## config.mk

```make
export PLATFORM = sky130hd
export DESIGN_NAME = ahb_uart_lite
export DESIGN_NICKNAME = d
export VERILOG_FILES = /design/src/rtl/ahb_uart_lite.sv
export SDC_FILE = /design/constraint.sdc
export NUM_CORES = 1
export LEC_CHECK = 0
export ABC_AREA = 1
export BUFFER_PORTS_ARGS = -buffer_cell sky130_fd_sc_hd__buf_2
export CAP_MARGIN = 20
export CORE_MARGIN = 5
export CORE_UTILIZATION = 60
export DETAILED_ROUTE_END_ITERATION = 10
export PLACE_DENSITY = 0.89
export SLEW_MARGIN = 20
export SYNTH_ARGS = -nofsm -noshare
export SYNTH_HDL_FRONTEND = slang
export SYNTH_SLANG_ARGS = --single-unit
```

## constraint.sdc

```tcl
create_clock -name CLK -period 4.6 [get_ports CLK]
set_clock_uncertainty 0.05 [all_clocks]
set_input_delay 0.69 -clock CLK [delete_from_list [all_inputs] [get_ports CLK]]
set_output_delay 0.69 -clock CLK [all_outputs]
set_load 0.01 [all_outputs]
```

## src/rtl/ahb_uart_lite.sv

```systemverilog
// AHB-Lite UART: TX FIFO with an 8N1 transmitter, and a single-byte 8N1 receiver.
// Ports: CLK/RST, AHB-Lite slave (HSEL..HRESP), TXD/RXD serial lines, IRQ level out.
module ahb_uart_lite #(
  parameter int FIFO_DEPTH = 16,
  parameter int DIV_W      = 16,
  parameter int DIV_RESET  = 867
) (
  input  logic        CLK,
  input  logic        RST,
  input  logic        HSEL,
  input  logic [31:0] HADDR,
  input  logic [1:0]  HTRANS,
  input  logic        HWRITE,
  input  logic [2:0]  HSIZE,
  input  logic [31:0] HWDATA,
  input  logic        HREADY,
  output logic        HREADYOUT,
  output logic [31:0] HRDATA,
  output logic        HRESP,
  output logic        TXD,
  input  logic        RXD,
  output logic        IRQ
);

  localparam int AW = (FIFO_DEPTH > 1) ? $clog2(FIFO_DEPTH) : 1;

  typedef enum logic [1:0] {
    TX_IDLE, TX_START, TX_DATA, TX_STOP
  } tx_state_t;

  typedef enum logic [1:0] {
    RX_IDLE, RX_START, RX_DATA, RX_STOP
  } rx_state_t;

  logic unused_bits;
  assign unused_bits = ^{HSIZE, HADDR[31:4], HADDR[1:0],
                         HTRANS[0], HWDATA};

  // bus address phase
  logic       act_q;
  logic       wr_q;
  logic [1:0] addr_q;
  logic       addr_phase;

  assign addr_phase = HSEL & HREADY & HTRANS[1];

  always_ff @(posedge CLK or posedge RST) begin
    if (RST) begin
      act_q  <= 1'b0;
      wr_q   <= 1'b0;
      addr_q <= 2'd0;
    end else begin
      act_q <= addr_phase;
      if (addr_phase) begin
        addr_q <= HADDR[3:2];
        wr_q   <= HWRITE;
      end
    end
  end

  logic wr_data, rd_data, rd_stat, wr_div;

  assign wr_data = act_q & wr_q & (addr_q == 2'd0);
  assign rd_data = act_q & ~wr_q & (addr_q == 2'd0);
  assign rd_stat = act_q & ~wr_q & (addr_q == 2'd1);
  assign wr_div  = act_q & wr_q & (addr_q == 2'd2);

  // divisor
  logic [DIV_W-1:0] div_q;
  logic [DIV_W-1:0] eff_div;
  logic [DIV_W:0]   eff_p1;
  logic [DIV_W-1:0] rx_half;

  always_ff @(posedge CLK or posedge RST) begin
    if (RST) div_q <= DIV_W'(DIV_RESET);
    else if (wr_div) div_q <= HWDATA[DIV_W-1:0];
  end

  assign eff_div = (div_q < DIV_W'(3)) ? DIV_W'(3) : div_q;
  assign eff_p1  = {1'b0, eff_div} + (DIV_W+1)'(1);
  // counts down to 0, so load one less than half a bit
  assign rx_half = eff_p1[DIV_W:1] - DIV_W'(1);

  // TX FIFO
  logic [7:0]    mem [FIFO_DEPTH];
  logic [AW-1:0] wr_ptr, rd_ptr;
  logic [AW:0]   count;
  logic          tx_full, tx_empty, push, tx_pop;
  tx_state_t     tx_state;
  logic [DIV_W-1:0] tx_cnt;

  assign tx_full  = (count == (AW+1)'(FIFO_DEPTH));
  assign tx_empty = (count == '0);
  // full is judged before any same-cycle pop
  assign push     = wr_data & ~tx_full;
  assign tx_pop   = ~tx_empty &
                    ((tx_state == TX_IDLE) |
                     ((tx_state == TX_STOP) & (tx_cnt == '0)));

  always_ff @(posedge CLK) begin
    if (push) mem[wr_ptr] <= HWDATA[7:0];
  end

  always_ff @(posedge CLK or posedge RST) begin
    if (RST) begin
      wr_ptr <= '0;
      rd_ptr <= '0;
      count  <= '0;
    end else begin
      if (push) wr_ptr <= wr_ptr + AW'(1);
      if (tx_pop) rd_ptr <= rd_ptr + AW'(1);
      if (push & ~tx_pop) count <= count + (AW+1)'(1);
      else if (~push & tx_pop) count <= count - (AW+1)'(1);
    end
  end

  // transmitter
  logic [7:0] tx_sh;
  logic [2:0] tx_idx;
  logic       txd_q;

  always_ff @(posedge CLK or posedge RST) begin
    if (RST) begin
      tx_state <= TX_IDLE;
      tx_cnt   <= '0;
      tx_sh    <= '0;
      tx_idx   <= '0;
      txd_q    <= 1'b1;
    end else begin
      unique case (tx_state)
        TX_IDLE: begin
          if (tx_pop) begin
            tx_sh    <= mem[rd_ptr];
            txd_q    <= 1'b0;
            tx_cnt   <= eff_div;
            tx_state <= TX_START;
          end
        end
        TX_START: begin
          if (tx_cnt == '0) begin
            txd_q    <= tx_sh[0];
            tx_sh    <= tx_sh >> 1;
            tx_idx   <= '0;
            tx_cnt   <= eff_div;
            tx_state <= TX_DATA;
          end else begin
            tx_cnt <= tx_cnt - DIV_W'(1);
          end
        end
        TX_DATA: begin
          if (tx_cnt == '0) begin
            tx_cnt <= eff_div;
            if (tx_idx == 3'd7) begin
              txd_q    <= 1'b1;
              tx_state <= TX_STOP;
            end else begin
              txd_q  <= tx_sh[0];
              tx_sh  <= tx_sh >> 1;
              tx_idx <= tx_idx + 3'd1;
            end
          end else begin
            tx_cnt <= tx_cnt - DIV_W'(1);
          end
        end
        TX_STOP: begin
          if (tx_cnt == '0) begin
            // chain straight into the next start bit
            if (tx_pop) begin
              tx_sh    <= mem[rd_ptr];
              txd_q    <= 1'b0;
              tx_cnt   <= eff_div;
              tx_state <= TX_START;
            end else begin
              tx_state <= TX_IDLE;
            end
          end else begin
            tx_cnt <= tx_cnt - DIV_W'(1);
          end
        end
        default: tx_state <= TX_IDLE;
      endcase
    end
  end

  // receiver
  logic rx_s1, rx_s2, rx_prev;
  rx_state_t rx_state;
  logic [DIV_W-1:0] rx_cnt;
  logic [7:0] rx_sh;
  logic [2:0] rx_idx;

  always_ff @(posedge CLK or posedge RST) begin
    if (RST) begin
      rx_s1   <= 1'b1;
      rx_s2   <= 1'b1;
      rx_prev <= 1'b1;
    end else begin
      rx_s1   <= RXD;
      rx_s2   <= rx_s1;
      rx_prev <= rx_s2;
    end
  end

  always_ff @(posedge CLK or posedge RST) begin
    if (RST) begin
      rx_state <= RX_IDLE;
      rx_cnt   <= '0;
      rx_sh    <= '0;
      rx_idx   <= '0;
    end else begin
      unique case (rx_state)
        RX_IDLE: begin
          if (rx_prev & ~rx_s2) begin
            rx_cnt   <= rx_half;
            rx_state <= RX_START;
          end
        end
        RX_START: begin
          if (rx_cnt == '0) begin
            if (rx_s2) begin
              rx_state <= RX_IDLE;
            end else begin
              rx_cnt   <= eff_div;
              rx_idx   <= '0;
              rx_state <= RX_DATA;
            end
          end else begin
            rx_cnt <= rx_cnt - DIV_W'(1);
          end
        end
        RX_DATA: begin
          if (rx_cnt == '0) begin
            rx_sh  <= {rx_s2, rx_sh[7:1]};
            rx_cnt <= eff_div;
            if (rx_idx == 3'd7) rx_state <= RX_STOP;
            else rx_idx <= rx_idx + 3'd1;
          end else begin
            rx_cnt <= rx_cnt - DIV_W'(1);
          end
        end
        RX_STOP: begin
          if (rx_cnt == '0) rx_state <= RX_IDLE;
          else rx_cnt <= rx_cnt - DIV_W'(1);
        end
        default: rx_state <= RX_IDLE;
      endcase
    end
  end

  logic rx_done_ok, rx_done_bad;

  assign rx_done_ok  = (rx_state == RX_STOP) & (rx_cnt == '0) & rx_s2;
  assign rx_done_bad = (rx_state == RX_STOP) & (rx_cnt == '0) & ~rx_s2;

  // status flags
  logic [7:0] rx_data;
  logic       rx_valid, rx_overrun, rx_frame_err, tx_drop;

  always_ff @(posedge CLK or posedge RST) begin
    if (RST) begin
      rx_data      <= '0;
      rx_valid     <= 1'b0;
      rx_overrun   <= 1'b0;
      rx_frame_err <= 1'b0;
      tx_drop      <= 1'b0;
    end else begin
      if (rd_stat) begin
        rx_overrun   <= 1'b0;
        rx_frame_err <= 1'b0;
        tx_drop      <= 1'b0;
      end
      // a byte landing during a DATA read replaces the one being read
      if (rx_done_ok) begin
        if (rx_valid & ~rd_data) begin
          rx_overrun <= 1'b1;
        end else begin
          rx_data  <= rx_sh;
          rx_valid <= 1'b1;
        end
      end else if (rd_data) begin
        rx_valid <= 1'b0;
      end
      if (rx_done_bad) rx_frame_err <= 1'b1;
      if (wr_data & tx_full) tx_drop <= 1'b1;
    end
  end

  // read mux
  logic [8:0]  cnt9;
  logic [31:0] status;

  assign cnt9   = 9'(count);
  assign status = {16'd0, cnt9[7:0], 1'b0, rx_frame_err, tx_drop,
                   (tx_state != TX_IDLE), rx_overrun, rx_valid,
                   tx_empty, tx_full};

  always_comb begin
    HRDATA = '0;
    if (act_q & ~wr_q) begin
      unique case (addr_q)
        2'd0:    HRDATA = {24'd0, rx_data};
        2'd1:    HRDATA = status;
        2'd2:    HRDATA = 32'(div_q);
        default: HRDATA = '0;
      endcase
    end
  end

  assign HREADYOUT = 1'b1;
  assign HRESP     = 1'b0;
  assign TXD       = txd_q;
  assign IRQ       = rx_valid | rx_overrun | rx_frame_err;

endmodule
```

=== Word level (Yosys, flattened, before mapping) ===
Memory sizes are Yosys's and may differ from the RTL's.
Cells that the tools add are included.
W data, S select, Z words.

* Flip-flop bits (word level): 107
* Bits in writable memories: 128
* Output and inout port bits: 36
* Logic and storage cells: 178
* Memories: 1

* Add/subtract/negate cells: 10
* Order comparisons: 1
* Equal/unequal tests: 27
* Muxes and demuxes: 61
* Bitwise gates (word level): 30
* Reductions and logical operators: 24

{| class="wikitable"
|+ Memory list
! memory !! depth !! width !! rd ports !! clocked after Yosys merged registers in !! wr ports !! RTL line !! source
|-
| mem || 16 || 8 || 1 || 0 || 1 || 85 || <nowiki>logic [7:0] mem [FIFO_DEPTH];</nowiki>
|}

{| class="wikitable"
|+ Operators by type and width
! operator !! count
|-
| $mux W16 || 10
|-
| $pmux W16 S3 || 2
|-
| $pmux W16 S4 || 1
|-
| $sub A16 B1 Y16 const B || 3
|-
| $mux W8 || 5
|-
| $logic_not A16 Y1 || 2
|-
| $pmux W8 S4 || 1
|-
| $ne A2 B2 Y1 const B || 14
|-
| $mux W2 || 11
|-
| $mux W3 || 7
|-
| $and A1 B1 Y1 || 19
|-
| $add A16 B1 Y17 const B || 1
|-
| $mux W1 || 17
|-
| $lt A16 B2 Y1 const B || 1
|-
| $pmux W2 S4 || 2
|-
| $reduce_and A5 Y1 || 3
|-
| $reduce_bool A2 Y1 || 7
|-
| $pmux W3 S2 || 2
|-
| $eq A2 B2 Y1 const B || 5
|-
| $mux W5 || 2
|-
| $add A4 B1 Y4 const B || 2
|-
| $not A1 Y1 || 8
|-
| $reduce_and A4 Y1 || 2
|-
| $add A3 B1 Y3 const B || 2
|-
| 14 further kinds || 24
|}

=== Logic depth before layout (Yosys ltp) ===
* Depth after elaboration: 7
* Mapped depth: 21
* Mapped depth without buffers: 20

=== Least setup slack after synthesis ===
Ideal clock, no wire load.

* Path kind: reg2reg
* Start: register tx_cnt[0]
* End: register count[4]
* Setup time: 0.125 ns
* Arrival: 2.672 ns
* Data required time: 4.425 ns
* Slack: 1.752 ns
* Cell stages (with the launch flop): 19
* Path buffers: 1
* Cells stage by stage: dfrtp_1 -> inv_1 -> ha_1 -> nand3_2 -> nor2_1 -> nand2_2 -> o21ai_4 -> nand2_4 -> buf_4 -> ha_1 -> inv_1 -> ha_1 -> a21oi_1 -> nor2_1 -> nor2_1 -> nand2_1 -> nand2_1 -> nor2_1 -> xor2_1

* Longest elaborated chain between the ends: 7
* Elaborated cells on any way between the ends: 9

{| class="wikitable"
|+ RTL lines
! item !! RTL line !! source
|-
| from (decl) || 90 || <nowiki>logic [DIV_W-1:0] tx_cnt;</nowiki>
|-
| from (signal assigned) || 135 || <nowiki>tx_cnt <= eff_div;</nowiki>
|-
| from (signal assigned) || 144 || <nowiki>tx_cnt <= eff_div;</nowiki>
|-
| from (signal assigned) || 147 || <nowiki>tx_cnt <= tx_cnt - DIV_W'(1);</nowiki>
|-
| $logic_not A16 Y1 (*) || 98 || <nowiki>((tx_state == TX_STOP) & (tx_cnt == '0)));</nowiki>
|-
| $and A1 B1 Y1 (*) || 98 ||
|-
| $or A1 B1 Y1 (*) || 97 || <nowiki>((tx_state == TX_IDLE) |</nowiki>
|-
| $and A1 B1 Y1 (*) || 96 || <nowiki>assign tx_pop = ~tx_empty &</nowiki>
|-
| $not A1 Y1 || 112 || <nowiki>if (push & ~tx_pop) count <= count + (AW+1)'(1);</nowiki>
|-
| $and A1 B1 Y1 || 112 ||
|-
| $mux W5 or $reduce_bool A2 Y1 (tied branches) || - ||
|-
| to (signal assigned) || 112 ||
|-
| to (signal assigned) || 113 || <nowiki>else if (~push & tx_pop) count <= count - (AW+1)'(1);</nowiki>
|-
| to (decl) || 87 || <nowiki>logic [AW:0] count;</nowiki>
|}

Every way passes the cells marked *; elsewhere a longest branch is shown, timed or not.
A chain may end at the register's enable or synchronous reset.

=== Final worst setup path ===
* Start: register tx_state[1]
* End: register count[4]

* Longest elaborated chain between the ends: 7
* Elaborated cells on any way between the ends: 10

{| class="wikitable"
|+ RTL lines
! item !! RTL line !! source
|-
| from (decl) || 89 || <nowiki>tx_state_t tx_state;</nowiki>
|-
| from (signal assigned) || 124 || <nowiki>tx_state <= TX_IDLE;</nowiki>
|-
| from (signal assigned) || 136 || <nowiki>tx_state <= TX_START;</nowiki>
|-
| from (signal assigned) || 145 || <nowiki>tx_state <= TX_DATA;</nowiki>
|-
| $eq A2 B2 Y1 || 98 ||
|-
| $and A1 B1 Y1 || 98 ||
|-
| $or A1 B1 Y1 (*) || 97 ||
|-
| $and A1 B1 Y1 (*) || 96 ||
|-
| $not A1 Y1 || 112 ||
|-
| $and A1 B1 Y1 || 112 ||
|-
| $mux W5 or $reduce_bool A2 Y1 (tied branches) || - ||
|}

Marked as above.

==> flow_summary.toml <==
[floorplanning]
dieArea_mm2 = 0.0237
die_y_um = 154
num_io_pins = 111
rows = 52
die_width_um = 154
start_util_pct = 61.2
core_mm2 = 0.0204

[cells_and_area]
area_delta_synth_final_pct = 9.43
final_util_pct = 67.0
n_antenna_cell = 0
fin_nets = 1546
layout-drive-gt1-share_pct = 10.2
layout_common_cells = "255 x nand2_1, 196 x nor2_1, 158 x o21ai_0"
design_area_mm2 = 0.0136
final_common_cell = "nand2_1"

[placement]
port_buffers = 42
hpwl_mm = 20.6
place_area_mm2 = 0.0128
pre_cts_slack_ns = 1.33
routabilityCongestion = 0.972

[pwr]
peakVddDrop_v = 0.000514
p_int_mw = 4.97
sequentialPowerShare_pct = 33.2
swShare_pct = 43.6
switchingPower_mw = 3.84
power.total_mw = 8.81
leakagePower_nw = 5.70
p_per_area_mw_per_mm2 = 646
p_clk_share_pct = 23.3
pwr-share-comb_pct = 43.5

[clock_tree]
cts.sinks = 235
postCtsSetupBuffers = 0
cts_tree = "built"
cts.clk_slew.worst_paths_ns = 0.06
cts.htree.levels = 1
cts_root_buffer = "clkbuf_16"
insertion_delay_ns = 0.54
clock_path_buffers = 3
cts_resized = 0
holdBufCountCts = 0
cts_buffers = 24

[synth]
synth_ff_type = "edfxtp_1"
synthCells = 1413
yosysTopAreaCell = "edfxtp_1"
postSynthAreaPerCell_um2 = 8.82
synthArstFlopShare_pct = 45.5
syn_area_mm2 = 0.0125
synth-edff-count = 128
yosysUniqueCellTypes = 50
netlist.area_leader.share_pct = 30.8
ys_ff_latch = 235
yosys_warnings = 0
ys_top_cells_by_area = "edfxtp_1 31%, dfrtp_1 19%, nand2_1 7.7%, o21ai_0 6.3%, nor2_1 5.9%"
synth-seq-area-share_pct = 52.4

[global_routing]
grt_pass1_vias = 10100
grt-ovfl-total = 0
grt_use_total_pct = 26.2
grt_pass1_wl_mm = 50.9
use_met1_pct = 34.6
grt_max_degree = 67
met2_usage_pct = 44.0
grt.busiest_layer = "met2"
antenna_found_initial = 0
met3_usage_pct = 4.02

[worst_setup_path]
crit_slowest_cell = "dfrtp_1"
cp-end-kind = "register"
path_cells = "ha_1 -> inv_1 -> o21ai_4 -> nand2_4 -> ha_1 -> inv_1 -> ha_1 -> a21oi_1 -> nor2_1 -> nor2_1 -> nand2_1 -> nand2_1 -> nor2_1 -> xor2_1"
path_delay_family = "adder cells"
arrival_ns = 3.69
worst-path-buf-inv = 2
timing.rr.start = "tx_state[1]"
worstSetupPathType = "register to register"
rr_endpoint = "count[4]"
rrSetupSlack_ns = 1.27
reg2regPathDepth = 14
start_kind = "register"
required_ns = 4.97
cpPeakStageDelay_ns = 0.42
cp_max_fo = 28

[detailed_routing]
initialDrtViolationCount = 1309
dr.pass1.iters = 6
viasPerCell = 6.04
ant_nets = 0
vias = 10400
avgRoutedWirePerCell_um = 18.3
drc = 0
drt-total-wl_mm = 31.7

[run]
maxCapViolations = 0

[min_path]
hold_class = "input port to asynchronous set/reset pin"

[sta]
tns_ns = 0
setup_viol = 0
rsz0062_at_grt = "false"
finalCriticalPeriod_ns = 3.33
max_freq_mhz = 301
tightest_slew_ns = 0.866
hold_viol_final = 0
slew_violations = 0
maxSlewHeadroom_pct = 42.1
fin_crit_sh_pct = 72.3
fin_ws_ns = 1.27

[outcome]
status = "finished, final reports clean"
==> area by class of cell <==
cell class              instances  area (µm²)
clock buffers                  33         664
clock inverters                11         176
fillers                      1415        6730
inverters                     138         520
multi-input cells             993        5130
flip-flops and latches        235        6530
well taps                     270         338
repair buffers                 50         270
==> worst max path at each step <==
stage	from	to	slack (ns)	cells after the start
2_1_floorplan	RST	asynchronous set/reset pin	1.06	1
3_3_place_gp	tx_state[0]	count[4]	1.39	14
3_5_place_dp	tx_state[1]	count[4]	1.33	14
4_1_cts	tx_state[1]	count[4]	1.30	14
5_1_grt	tx_state[1]	count[4]	1.00	14
6_report	tx_state[1]	count[4]	1.27	14
==> state kept, by name (all words and copies together), names as in the netlist, 2 cells and up, named ones only <==
signal and count:
mem 128, addr_q 2, rx_cnt 16, rx_sh 8, rx_idx 3, div_q 16
tx_sh 8, rx_data 8, tx_state 2, tx_cnt 16, tx_idx 3, wr_ptr 4
count 5, rd_ptr 4
==> logic make-up after synthesis <==
kind of cell / count (synthesis) / synth area share [%]
AO/OA/AOI/OAI: 318 / 14.6
XOR/XNOR: 24 / 1.69
adder cells (fa/ha/maj): 29 / 2.97
buffers and inverters: 201 / 6.90
flip-flops: 235 / 52.4
multiplexers: 1 / 0.0904
other: 2 / 0.0603
AND/OR/NAND/NOR: 603 / 21.3
==> metrics by stage <==
step	hold WS (ns)	instances
5_1_grt	0.0799	1730
2_1_floorplan	0.295	1429
6_report	0.0558	1730
4_1_cts	0.0578	1730
3_5_place_dp	0.303	1686
3_3_place_gp	0.296	1686
==> power by group through the flow <==
| stage | Clock (mW) | Combinational, mW | Sequential [mW] |
|---|---|---|---|
| global placement | 0 | 3.52 | 2.93 |
| detailed placement | 0 | 3.68 | 2.93 |
| global route | 2.15 | 4.27 | 2.96 |
| finish | 2.06 | 3.83 | 2.92 |
| floorplan | 0 | 2.90 | 2.81 |
| CTS | 2.06 | 3.75 | 2.91 |
==> metal layers <==
metal	wire length (µm)	share of wire, %
met1	11900	38
met2	15400	49
met3	3300	10
met4	1090	3.4
met5	0	0
==> cell usage after synthesis, types with 2 or more instances <==
cell and count:
nand2_1 255, nor2_1 196, o21ai_0 158, edfxtp_1 128, inv_1 127, dfrtp_1 97
nand3_1 80, a21oi_1 69, clkbuf_1 33, ha_1 28, o211ai_1 27, buf_4 21
o221ai_1 21, o22ai_1 20, xor2_1 20, nand4_1 16, nand2_2 12, o21ai_1 11
dfstp_2 10, nor2_4 10, buf_2 7, nor2_2 7, clkinv_1 6, nand3_2 6
nor3_1 6, inv_2 5, nor4_1 4, xnor2_1 4, and2_1 3, a21oi_2 2
a31oi_1 2, conb_1 2, nand2_4 2, o21bai_1 2
No activity file was read; power rests on OpenSTA's default activity.
